## config.mk

```make
export PLATFORM = sky130hd
export DESIGN_NAME = bram_port_arbiter
export DESIGN_NICKNAME = d
export VERILOG_FILES = /design/src/rtl/mhp_pkg.sv /design/src/rtl/rr_pick.sv /design/src/rtl/bram_port_arbiter.sv
export SDC_FILE = /design/constraint.sdc
export NUM_CORES = 1
export LEC_CHECK = 0
export CAP_MARGIN = 20
export CORE_MARGIN = 10
export CORE_UTILIZATION = 37
export CTS_BUF_LIST = sky130_fd_sc_hd__clkbuf_8
export DETAILED_ROUTE_END_ITERATION = 10
export PLACE_DENSITY = 0.89
export SLEW_MARGIN = 20
export SYNTH_ARGS = -nofsm -noshare
export SYNTH_HDL_FRONTEND = slang
export SYNTH_SLANG_ARGS = --single-unit
```

## constraint.sdc

```tcl
create_clock -name i_clk -period 1.75 [get_ports i_clk]
set_input_delay 0.2625 -clock i_clk [delete_from_list [all_inputs] [get_ports i_clk]]
set_output_delay 0.2625 -clock i_clk [all_outputs]
set_load 0.1 [all_outputs]
```

## src/rtl/mhp_pkg.sv

```systemverilog
// Shared types and record-RAM geometry for the packet-handling datapath.
package mhp_pkg;

  localparam int BRAM_ADDR_W = 10;
  localparam int BRAM_DATA_W = 8;

  typedef enum logic {
    IDLE = 1'b0,
    OWN  = 1'b1
  } arb_state_t;

endpackage

```

## src/rtl/rr_pick.sv

```systemverilog
// Combinational round-robin picker: first set request at or above ptr, with wrap-around.
module rr_pick #(
  parameter int N_REQ = 3,
  parameter int IDX_W = 2
) (
  input  logic [N_REQ-1:0] req,
  input  logic [IDX_W-1:0] ptr,
  output logic [N_REQ-1:0] pick,
  output logic [IDX_W-1:0] idx,
  output logic             any
);

  int               cand;
  logic [IDX_W-1:0] cand_idx;

  always_comb begin
    cand     = 0;
    cand_idx = '0;
    pick     = '0;
    idx      = '0;
    any      = 1'b0;
    for (int i = 0; i < N_REQ; i++) begin
      cand     = (int'(ptr) + i) % N_REQ;
      cand_idx = IDX_W'(cand);
      if (!any && req[cand_idx]) begin
        any            = 1'b1;
        idx            = cand_idx;
        pick[cand_idx] = 1'b1;
      end
    end
  end

endmodule

```

## src/rtl/bram_port_arbiter.sv

```systemverilog
// Round-robin owner arbitration of the single-port record BRAM with burst ownership
// and a fairness cap; read data is returned with per-requester valid strobes.
module bram_port_arbiter
  import mhp_pkg::*;
#(
  parameter int N_REQ     = 3,
  parameter int ADDR_W    = BRAM_ADDR_W,
  parameter int DATA_W    = BRAM_DATA_W,
  parameter int MAX_BURST = 64
) (
  input  logic                     i_clk,
  input  logic                     i_rst_n,
  input  logic [N_REQ-1:0]         i_req,
  input  logic [N_REQ-1:0]         i_lock,
  input  logic [N_REQ-1:0]         i_we,
  input  logic [N_REQ*ADDR_W-1:0]  i_addr,
  input  logic [N_REQ*DATA_W-1:0]  i_wdata,
  output logic [N_REQ-1:0]         o_gnt,
  output logic [N_REQ-1:0]         o_rvalid,
  output logic [DATA_W-1:0]        o_rdata,
  output logic                     o_busy,
  output logic                     o_ram_en,
  output logic                     o_ram_we,
  output logic [ADDR_W-1:0]        o_ram_addr,
  output logic [DATA_W-1:0]        o_ram_wdata,
  input  logic [DATA_W-1:0]        i_ram_rdata
);

  localparam int IDX_W = $clog2(N_REQ);

  arb_state_t       state;
  logic [IDX_W-1:0] owner;
  logic [IDX_W-1:0] rr_ptr;
  logic [IDX_W-1:0] next_ptr;
  logic [7:0]       burst_cnt;
  logic [N_REQ-1:0] gnt;
  logic [N_REQ-1:0] rvalid_p1;

  logic [N_REQ-1:0] pick_onehot;
  logic [IDX_W-1:0] pick_idx;
  logic             pick_any;

  logic [N_REQ-1:0] owner_mask;
  logic             access;
  logic             others_req;
  logic             at_cap;
  logic             force_rel;
  logic             release_own;

  function automatic logic [7:0] sat_inc8(input logic [7:0] v);
    return (v == 8'hFF) ? v : v + 8'd1;
  endfunction

  rr_pick #(
    .N_REQ (N_REQ),
    .IDX_W (IDX_W)
  ) u_rr_pick (
    .req  (i_req),
    .ptr  (rr_ptr),
    .pick (pick_onehot),
    .idx  (pick_idx),
    .any  (pick_any)
  );

  always_comb begin
    owner_mask        = '0;
    owner_mask[owner] = 1'b1;
  end

  assign access     = (state == OWN) && i_req[owner];
  assign others_req = |(i_req & ~owner_mask);
  // The cap counts the access being made this cycle, hence count+1.
  assign at_cap      = ({1'b0, burst_cnt} + 9'd1) >= 9'(MAX_BURST);
  assign force_rel   = access && at_cap && others_req;
  assign release_own = (!i_req[owner] && !i_lock[owner]) || force_rel;
  assign next_ptr    = (int'(owner) == N_REQ - 1) ? '0 : owner + 1'b1;

  // Port stage: owner's slice drives the BRAM in the cycle it strobes req.
  assign o_ram_en    = access;
  assign o_ram_we    = access && i_we[owner];
  assign o_ram_addr  = access ? i_addr[int'(owner)*ADDR_W +: ADDR_W] : '0;
  assign o_ram_wdata = access ? i_wdata[int'(owner)*DATA_W +: DATA_W] : '0;

  always_ff @(posedge i_clk or negedge i_rst_n) begin
    if (!i_rst_n) begin
      state     <= IDLE;
      owner     <= '0;
      rr_ptr    <= '0;
      burst_cnt <= '0;
      gnt       <= '0;
      rvalid_p1 <= '0;
    end else begin
      // Issuer index is carried with the read so rvalid survives a release.
      rvalid_p1 <= (access && !i_we[owner]) ? owner_mask : '0;
      case (state)
        IDLE: begin
          if (pick_any) begin
            owner     <= pick_idx;
            gnt       <= pick_onehot;
            burst_cnt <= '0;
            state     <= OWN;
          end
        end
        OWN: begin
          if (access) begin
            burst_cnt <= sat_inc8(burst_cnt);
          end
          if (release_own) begin
            gnt    <= '0;
            rr_ptr <= next_ptr;
            state  <= IDLE;
          end
        end
        default: state <= IDLE;
      endcase
    end
  end

  assign o_gnt    = gnt;
  assign o_rvalid = rvalid_p1;
  assign o_rdata  = i_ram_rdata;
  assign o_busy   = (state == OWN);

endmodule

```

==> flow_summary.json, run 1 <==
{
  "outcome": "complete, but fails checks",
  "violations": "setup timing",
  "ys.flop_type": "dfrtp_1",
  "core_area_um2": 5140,
  "syn2layout_area_growth_pct": 106,
  "end_kind": "output port",
  "overflow": 0,
  "grt_start_max_net_pins": 20,
  "synthTopCellsByArea": "dfrtp_1 (24%), mux2i_1 (13%), nor2_1 (7.8%)",
  "stdcell_area_um2": 4080,
  "antenna_cells": 0,
  "wl_per_cell_um": 24.9,
  "async_flop_share_pct": 100,
  "total_leakage_power_uw": 0.00164,
  "worstMarginPinSlew_ns": 0.412,
  "cp_max_fo": 7,
  "grt_pass1_vias": 2771,
  "antenna_left": 0,
  "synth-seq-area-share_pct": 24.0,
  "final.period_utilization_pct": 122,
  "finalPower_uw": 8760,
  "clock-skew-final_ns": 0.0190,
  "num_vias": 2741,
  "clock_sinks": 19,
  "synth_top_cells_by_count": "nor2_1 (41), a21oi_1 (28), mux2i_1 (26), dfrtp_1 (19)",
  "hold_path.class": "input pin to asynchronous set/reset pin",
  "cts_tree": "done",
  "yosysTopAreaCellShare_pct": 24.0,
  "hold_violations": 0,
  "synth_top_cell_by_area": "dfrtp_1",
  "avgSynthCellArea_um2": 8.01,
  "ir_worst_vdd_mv": 1.26,
  "place_inst": 429,
  "grtUsageMet1_pct": 21.5,
  "syn-instance-count": 247,
  "drv_slew": 0,
  "yosysMostFrequentCell": "nor2_1",
  "worstSetupStartpointType": "register",
  "io_buffers": 91,
  "grt_busiest_layer": "met2",
  "drtPass1Iterations": 5,
  "nets": 456,
  "antenna_found_initial": 0,
  "fin_crit_ns": 2.13,
  "synth_seq_cells": 19,
  "layout-drive-gt1-share_pct": 43.8,
  "drt-vias-per-instance": 6.13,
  "die_height_um": 93.1,
  "cts-hold-fix-buffers": 0,
  "dpl.hpwl_mm": 6.69,
  "drc_errors": 0,
  "insertion_delay_ns": 0.27,
  "use_met3_pct": 4.40,
  "setup_viol": 36,
  "syn_area_um2": 1980,
  "dpl_worst_slack_ns": -0.311,
  "rows": 26,
  "worst_slack_ns": -0.383,
  "critPathKind": "register to output port",
  "rsz0062_at_grt": "true",
  "gp_congestion": 0.927,
  "place_area_um2": 3680,
  "clk_pin_slew_ns": 0.09,
  "cts_buffers": 3,
  "wl_mm": 11.1,
  "yosysWarnings": 0,
  "root_buffer": "clkbuf_8",
  "cp.required_ns": 1.49,
  "fin_cells": 447,
  "drtIter0Drc": 302,
  "synth_edf_count": 0,
  "slew_headroom_pct": 72.1,
  "cts_max_path_buffers": 2,
  "h-tree-depth": 1,
  "clock.fmax_ghz": 0.469,
  "synthDistinctLibCells": 54,
  "die_w_um": 93.1,
  "drv_cap": 0,
  "cp.arrival_ns": 1.87,
  "die-area_um2": 8680,
  "grt_pass1_wl_mm": 14.8,
  "io_pins": 108,
  "postLayoutCoreUtil_pct": 79.3,
  "met2_usage_pct": 40.4,
  "grt.total_usage_pct": 21.2,
  "start_util_pct": 38.5,
  "syn_nets": 325,
  "p_per_area_nw_per_um2": 2150
}
stage by stage:
| stage | setup TNS, ns | hold WS, ns |
|---|---|---|
| 3_5_place_dp | -8.80 | 0.526 |
| 2_1_floorplan | -3.89 | -0.0331 |
| 6_report | -11.48 | 0.334 |
| 4_1_cts | -6.68 | 0.346 |
| 3_3_place_gp | -6.99 | 0.523 |
| 5_1_grt | -12.62 | 0.356 |
kinds of logic after synthesis:
group,Yosys count,share of synthesized area [%]
simple gates,88,22.7
buf+inv,33,8.79
xor+xnor,2,0.885
flops,19,24.0
fa+ha+maj,5,3.16
compound gates,70,24.5
mux,30,16.0
final cells by class:
class | instances | area (um2)
multi-input combinational | 195 | 1720
timing repair buffer | 151 | 1710
fill | 302 | 1060
sequential | 19 | 480
tap | 70 | 87.6
clock buffer | 3 | 41.3
inverter | 8 | 33.8
clock inverter | 1 | 5.00
worst paths after layout:
kind	start	endpoint	slack [ns]	depth (start not counted)
setup reg to reg	owner[1]$_DFFE_PN0P_	burst_cnt[3]$_DFFE_PN0P_	-0.36	10
max in group asynchronous	i_rst_n	o_busy$_DFF_PN0_	1.18	2
hold / removal	i_rst_n	rr_ptr[0]$_DFFE_PN0P_	0.33	2
min in group i_clk	i_ram_rdata[0]	o_rdata[0]	0.53	0
setup / recovery	owner[1]$_DFFE_PN0P_	o_ram_addr[3]	-0.38	7
hold reg to reg	burst_cnt[6]$_DFFE_PN0P_	burst_cnt[6]$_DFFE_PN0P_	0.58	1
power by group:
part           switching (uW)  total, uW  internal [uW]  leakage [uW]
combinational            4430       7590           3160       0.00137
clock                     166        326            159     0.0000255
sequential                260        843            583      0.000247
total                    4850       8760           3910       0.00164
state kept, by name, indices dropped and copies added, names as in the netlist:
name       flops
o_busy         1
o_gnt          3
rr_ptr         2
owner          2
burst_cnt      8
o_rvalid       3
per-layer routing:
metal	part of all wire (%)	up-vias
met2	52	229
met5	0	-
li1	-	1139
met1	33	1297
met4	7.0	0
met3	8.3	76
placed cells by master, fill, tap and decap left out, types with 3 or more instances in the layout:
cell type and count:
o211a_1 3, mux2i_1 21, a22o_1 4, o21ai_1 3
nor3_1 5, a21oi_1 15, nand2_1 5, buf_12 29
inv_1 5, dfrtp_1 17, buf_4 47, ha_4 3
nor2b_1 4, clkdlybuf4s50_1 64, nand2b_1 5, mux2_4 4
nor2_1 22, clkbuf_8 3, a21oi_2 12, nand4_1 4
o21ai_0 5, nor2_4 20, mux2i_2 3, buf_6 10
what timing repair did:
| action | 4_1_cts | 5_1_grt |
|---|---|---|
| cloned | 1 | 0 |
| setup buffers | 11 | 3 |
| pin swaps | 15 | 6 |
| resized for setup | 34 | 16 |
| setup endpoints to repair | 36 | 37 |
worst max-delay path, cell delays in order, from the launching register on:
cell	delay, ns
dfrtp_1	0.40
buf_6	0.14
mux2i_2	0.19
o2bb2ai_4	0.20
nand2_4	0.14
buf_16	0.20
nor2_4	0.12
buf_12	0.19
Power figures use the tool's default switching activity.
==> inputs of run 2 (changes only) <==
RECOVER_POWER = 50   (was unset)
==> flow_summary.json, run 2 (synthesis results as in run 1) <==
{
  "overflow": 0,
  "drtIter0Drc": 355,
  "dpl_worst_slack_ns": -0.311,
  "crit_path_top_delay_cell": "dfrtp_1",
  "final_common_cell": "clkdlybuf4s50_1",
  "root_buffer": "clkbuf_8",
  "final.period_utilization_pct": 123,
  "drc_errors": 0,
  "slew_headroom_pct": 23.4,
  "cp_max_fo": 7,
  "pwr-share-comb_pct": 86.7,
  "worst_slack_ns": -0.400,
  "grt_pass1_vias": 2771,
  "drv_slew": 0,
  "nets": 456,
  "layout-drive-gt1-share_pct": 43.5,
  "violations": "setup timing",
  "insertion_delay_ns": 0.27,
  "end_kind": "output port",
  "p_per_area_nw_per_um2": 2150,
  "clock_sinks": 19,
  "postLayoutCoreUtil_pct": 79.3,
  "core_area_um2": 5140,
  "ff_latch_area_um2": 480,
  "cp.depth": 7,
  "pwr-share-clk_pct": 3.7,
  "clock-skew-final_ns": 0.0190,
  "p_switching_uw": 4870,
  "crit_start": "owner[1]$_DFFE_PN0P_",
  "dpl.hpwl_mm": 6.69,
  "fillers": 302,
  "grt_start_max_net_pins": 20,
  "antenna_left": 0,
  "clk_pin_slew_ns": 0.09,
  "cp.arrival_ns": 1.89,
  "cts_tree": "done",
  "drv_cap": 0,
  "cts_max_path_buffers": 2,
  "num_vias": 2724,
  "ir_worst_vdd_mv": 1.26,
  "p_sw_share_pct": 55.5,
  "cp-endpoint": "o_ram_wdata[2]",
  "reg2reg_from": "owner[1]$_DFFE_PN0P_",
  "io_pins": 108,
  "rows": 26,
  "multiInputGateArea_um2": 1720,
  "syn2layout_area_growth_pct": 106,
  "place_inst": 429,
  "r2r_slack_ns": -0.38,
  "setup_tns_ns": -12.02,
  "cpPeakStageDelay_ns": 0.39,
  "drt-vias-per-instance": 6.09,
  "total_leakage_power_uw": 0.00164,
  "critPathKind": "register to output port",
  "crit_buf_inv": 3,
  "cts_buffers": 3,
  "grt.total_usage_pct": 21.2,
  "hold_path.class": "input pin to output port",
  "hold_violations": 0,
  "layout_common_cells": "clkdlybuf4s50_1 (63), buf_4 (46), buf_12 (29)",
  "cp_top_family": "buffers and inverters",
  "setup_viol": 36,
  "ff2ff_path_depth": 10,
  "worstMarginPinSlew_ns": 1.15,
  "wl_mm": 11.2,
  "antenna_cells": 0,
  "wl_per_cell_um": 25.0,
  "grt_pass1_wl_mm": 14.8,
  "p_seq_share_pct": 9.7,
  "drtPass1Iterations": 5,
  "gp_congestion": 0.927,
  "h-tree-depth": 1,
  "worstSetupStartpointType": "register",
  "intPower_uw": 3910,
  "start_util_pct": 38.5,
  "cp.required_ns": 1.49,
  "outcome": "complete, but fails checks",
  "clock.fmax_ghz": 0.465,
  "die_height_um": 93.1,
  "rsz0062_at_grt": "true",
  "die_w_um": 93.1,
  "regMostFlops": "burst_cnt",
  "antenna_found_initial": 0,
  "die-area_um2": 8680,
  "fin_crit_ns": 2.15,
  "largest_reg_flops": 8,
  "worstPathCellList": "buf_6 -> mux2i_2 -> o2bb2ai_4 -> nand2_4 -> buf_4 -> nor2_4 -> buf_12",
  "io_buffers": 91,
  "fin_cells": 447,
  "r2r_end": "burst_cnt[2]$_DFFE_PN0P_"
}
==> run 2: cell count changes in the layout (fill, tap and decap cells not counted), sizes merged <==
cell / change
buf: -1
clkbuf: +1
clkdlybuf4s50: -1
dlygate4sd3: +1
==> run 2: worst min-delay path by stage <==
| stage | startpoint | cells past startpoint | end |
|---|---|---|---|
| final | i_ram_rdata[0] | 0 | o_rdata[0] |
| after global routing | i_ram_rdata[6] | 0 | o_rdata[6] |
| after CTS | i_rst_n | 2 | burst_cnt[2]$_DFFE_PN0P_ |
| after detailed placement | i_ram_rdata[1] | 0 | o_rdata[1] |
| after global placement | burst_cnt[2]$_DFFE_PN0P_ | 1 | burst_cnt[2]$_DFFE_PN0P_ |
| after floorplan | i_rst_n | 0 | burst_cnt[0]$_DFFE_PN0P_ |
==> run 2: worst register-to-register path, cell delays in order, from the launching register on <==
cell and delay (ns):
dfrtp_1 0.39, buf_6 0.14, mux2i_2 0.38, o2bb2ai_4 0.12
buf_4 0.15, buf_4 0.14, buf_4 0.14, nand3_4 0.11
buf_4 0.14, a31oi_2 0.09, a21oi_1 0.26
==> run 2: routing by layer <==
layer / part of all wire (%) / up-vias / global-route usage (%)
met1: 32 / 1318 / 21.5
li1: - / 1142 / -
met2: 52 / 198 / 40.4
met3: 8.9 / 66 / 4.40
met5: 0 / - / 0
met4: 6.5 / 0 / 9.51
==> run 2: metrics by stage <==
step	hold slack, ns	power, uW	cell area (um2)
floorplan	-0.0331	5110	2250
global placement	0.523	7110	3680
detailed placement	0.526	7300	3680
CTS	0.346	8150	3990
global route	0.525	8990	4070
finish	0.525	8770	4070
==> run 2: power groups by stage <==
| stage | Sequential [uW] | Clock, uW | Combinational (uW) |
|---|---|---|---|
| 3_3_place_gp | 793 | 0 | 6320 |
| 3_5_place_dp | 801 | 0 | 6500 |
| 2_1_floorplan | 1050 | 0 | 4060 |
| 5_1_grt | 852 | 343 | 7790 |
| 6_report | 847 | 323 | 7600 |
| 4_1_cts | 803 | 307 | 7040 |
==> run 2: final cells by class <==
cell class / instances / share of cell area [%]
clock inverters: 1 / 0.123
clock buffers: 3 / 1.01
flip-flops and latches: 19 / 11.8
repair buffers: 151 / 42.0
multi-input cells: 195 / 42.1
well taps: 70 / 2.15
inverters: 8 / 0.829
==> run 2: what timing repair did <==
item | CTS | global route
endpoints found under the setup margin | 36 | 37
hold buffers | 0 | 0
resized for setup | 34 | 16
setup buffers | 11 | 3
pin swaps | 15 | 6
gates cloned | 1 | 0
==> inputs of run 3 (changes only) <==
CORE_ASPECT_RATIO = 1.2   (was unset)
CORE_MARGIN = unset   (was 10)
==> flow_summary.json, run 3 (synthesis results as in run 1) <==
{
  "drt-vias-per-instance": 5.96,
  "die_w_um": 68.8,
  "wl_mm": 9.07,
  "setup_tns_ns": -8.64,
  "wl_per_cell_um": 20.8,
  "pwr-share-comb_pct": 86.7,
  "worst_slack_ns": -0.367,
  "syn2layout_area_growth_pct": 105,
  "p_seq_share_pct": 9.5,
  "clk_pin_slew_ns": 0.08,
  "io_buffers": 91,
  "end_kind": "output port",
  "antenna_found_initial": 0,
  "overflow": 0,
  "nets": 455,
  "reg2reg_from": "rr_ptr[0]$_DFFE_PN0P_",
  "grt_pass1_wl_mm": 12.9,
  "total_leakage_power_uw": 0.00163,
  "hp-start": "i_ram_rdata[2]",
  "outcome": "complete, but fails checks",
  "pwr-share-clk_pct": 3.8,
  "clock.fmax_ghz": 0.472,
  "slew_headroom_pct": 31.8,
  "p_sw_share_pct": 54.1,
  "root_buffer": "clkbuf_8",
  "intPower_uw": 3890,
  "p_switching_uw": 4590,
  "grt.total_usage_pct": 31.0,
  "place_area_um2": 3600,
  "violations": "setup timing",
  "antenna_left": 0,
  "critPathKind": "register to output port",
  "cts_buffers": 3,
  "insertion_delay_ns": 0.26,
  "drv_cap": 0,
  "cp.arrival_ns": 1.85,
  "regMostFlops": "burst_cnt",
  "start_util_pct": 39.2,
  "hold_path.class": "input pin to output port",
  "worstMarginPinSlew_ns": 1.02,
  "io_pins": 108,
  "hold_violations": 0,
  "ir_worst_vdd_mv": 1.22,
  "gp_congestion": 0.906,
  "stdcell_area_um2": 4050,
  "rsz0062_at_grt": "true",
  "clock-skew-final_ns": 0.00622,
  "drtPass1Iterations": 4,
  "drv_slew": 0,
  "grt_start_max_net_pins": 20,
  "fillers": 277,
  "die-area_um2": 5650,
  "cp_max_fo": 7,
  "rows": 28,
  "final_common_cell": "clkdlybuf4s50_1",
  "layout-drive-gt1-share_pct": 43.9,
  "cts_max_path_buffers": 2,
  "core_area_um2": 5040,
  "cts_tree": "done",
  "crit_start": "owner[1]$_DFFE_PN0P_",
  "final.period_utilization_pct": 121,
  "largest_reg_flops": 8,
  "h-tree-depth": 1,
  "fin_crit_ns": 2.12,
  "die_height_um": 82.1,
  "p_per_area_nw_per_um2": 2090,
  "drtIter0Drc": 122,
  "drc_errors": 0,
  "cp.required_ns": 1.49,
  "layout_common_cells": "clkdlybuf4s50_1 (63), buf_4 (45), buf_12 (27)",
  "clock_sinks": 19,
  "num_vias": 2598,
  "grt_pass1_vias": 2613,
  "dpl_worst_slack_ns": -0.337,
  "worstSetupStartpointType": "register",
  "cts-hold-fix-buffers": 0,
  "dpl.hpwl_mm": 5.65,
  "setup_viol": 35,
  "antenna_cells": 0,
  "holdWs_ns": 0.525
}
run 3: final cells by class:
class	instances	area [um2]	share of cell area [%]
Tap cell	60	75.1	1.85
Sequential cell	19	482	11.9
Clock buffer	3	41.3	1.02
Timing Repair Buffer	150	1690	41.7
Multi-Input combinational cell	195	1730	42.6
Clock inverter	1	3.75	0.0926
Inverter	8	36.3	0.895
run 3: per-stage QoR:
| step | cells | power [uW] | utilization (%) |
|---|---|---|---|
| finish | 436 | 8480 | 80.4 |
| global route | 436 | 8790 | 80.4 |
| CTS | 431 | 7970 | 77.2 |
| detailed placement | 415 | 7140 | 71.4 |
| global placement | 415 | 6990 | 71.4 |
| floorplan | 247 | 5110 | - |
run 3: path summary, 6_finish.rpt:
kind | endpoint | slack [ns] | cells past startpoint
max in group asynchronous | o_busy$_DFF_PN0_ | 0.26 | 2
worst min-delay path | o_rdata[2] | 0.53 | 0
worst min register to register | burst_cnt[2]$_DFFE_PN0P_ | 0.60 | 1
min in group asynchronous | owner[0]$_DFFE_PN0P_ | 0.74 | 2
worst max-delay path | o_ram_wdata[4] | -0.37 | 7
worst max register to register | o_gnt[0]$_DFFE_PN0P_ | -0.20 | 7
run 3: power by group through the flow:
stage | logic, uW | registers (uW) | clock network [uW]
4_1_cts | 6880 | 783 | 307
3_3_place_gp | 6210 | 785 | 0
6_report | 7350 | 809 | 320
3_5_place_dp | 6350 | 791 | 0
2_1_floorplan | 4060 | 1050 | 0
5_1_grt | 7620 | 826 | 339
run 3: worst max-delay path, cell delays in order, from the launching register on:
cell and delay, ns:
dfrtp_1 0.44, buf_6 0.15, mux2i_2 0.17, o2bb2ai_4 0.17
nand2_4 0.14, buf_12 0.19, nor2_4 0.13, buf_12 0.18
run 3: timing repair:
| action | CTS | global route |
|---|---|---|
| resized for setup | 37 | 26 |
| endpoints found under the setup margin | 35 | 37 |
| pin swaps | 21 | 13 |
| gates cloned | 1 | 0 |
| buffers inserted | 11 | 6 |
run 3: per-layer routing:
layer | part of all wire, % | wire length, um | track usage, %
met2 | 54 | 4870 | 58.3
met1 | 33 | 3010 | 29.9
met5 | 0 | 0 | 0
met4 | 6.3 | 572 | 20.0
met3 | 6.9 | 624 | 5.91
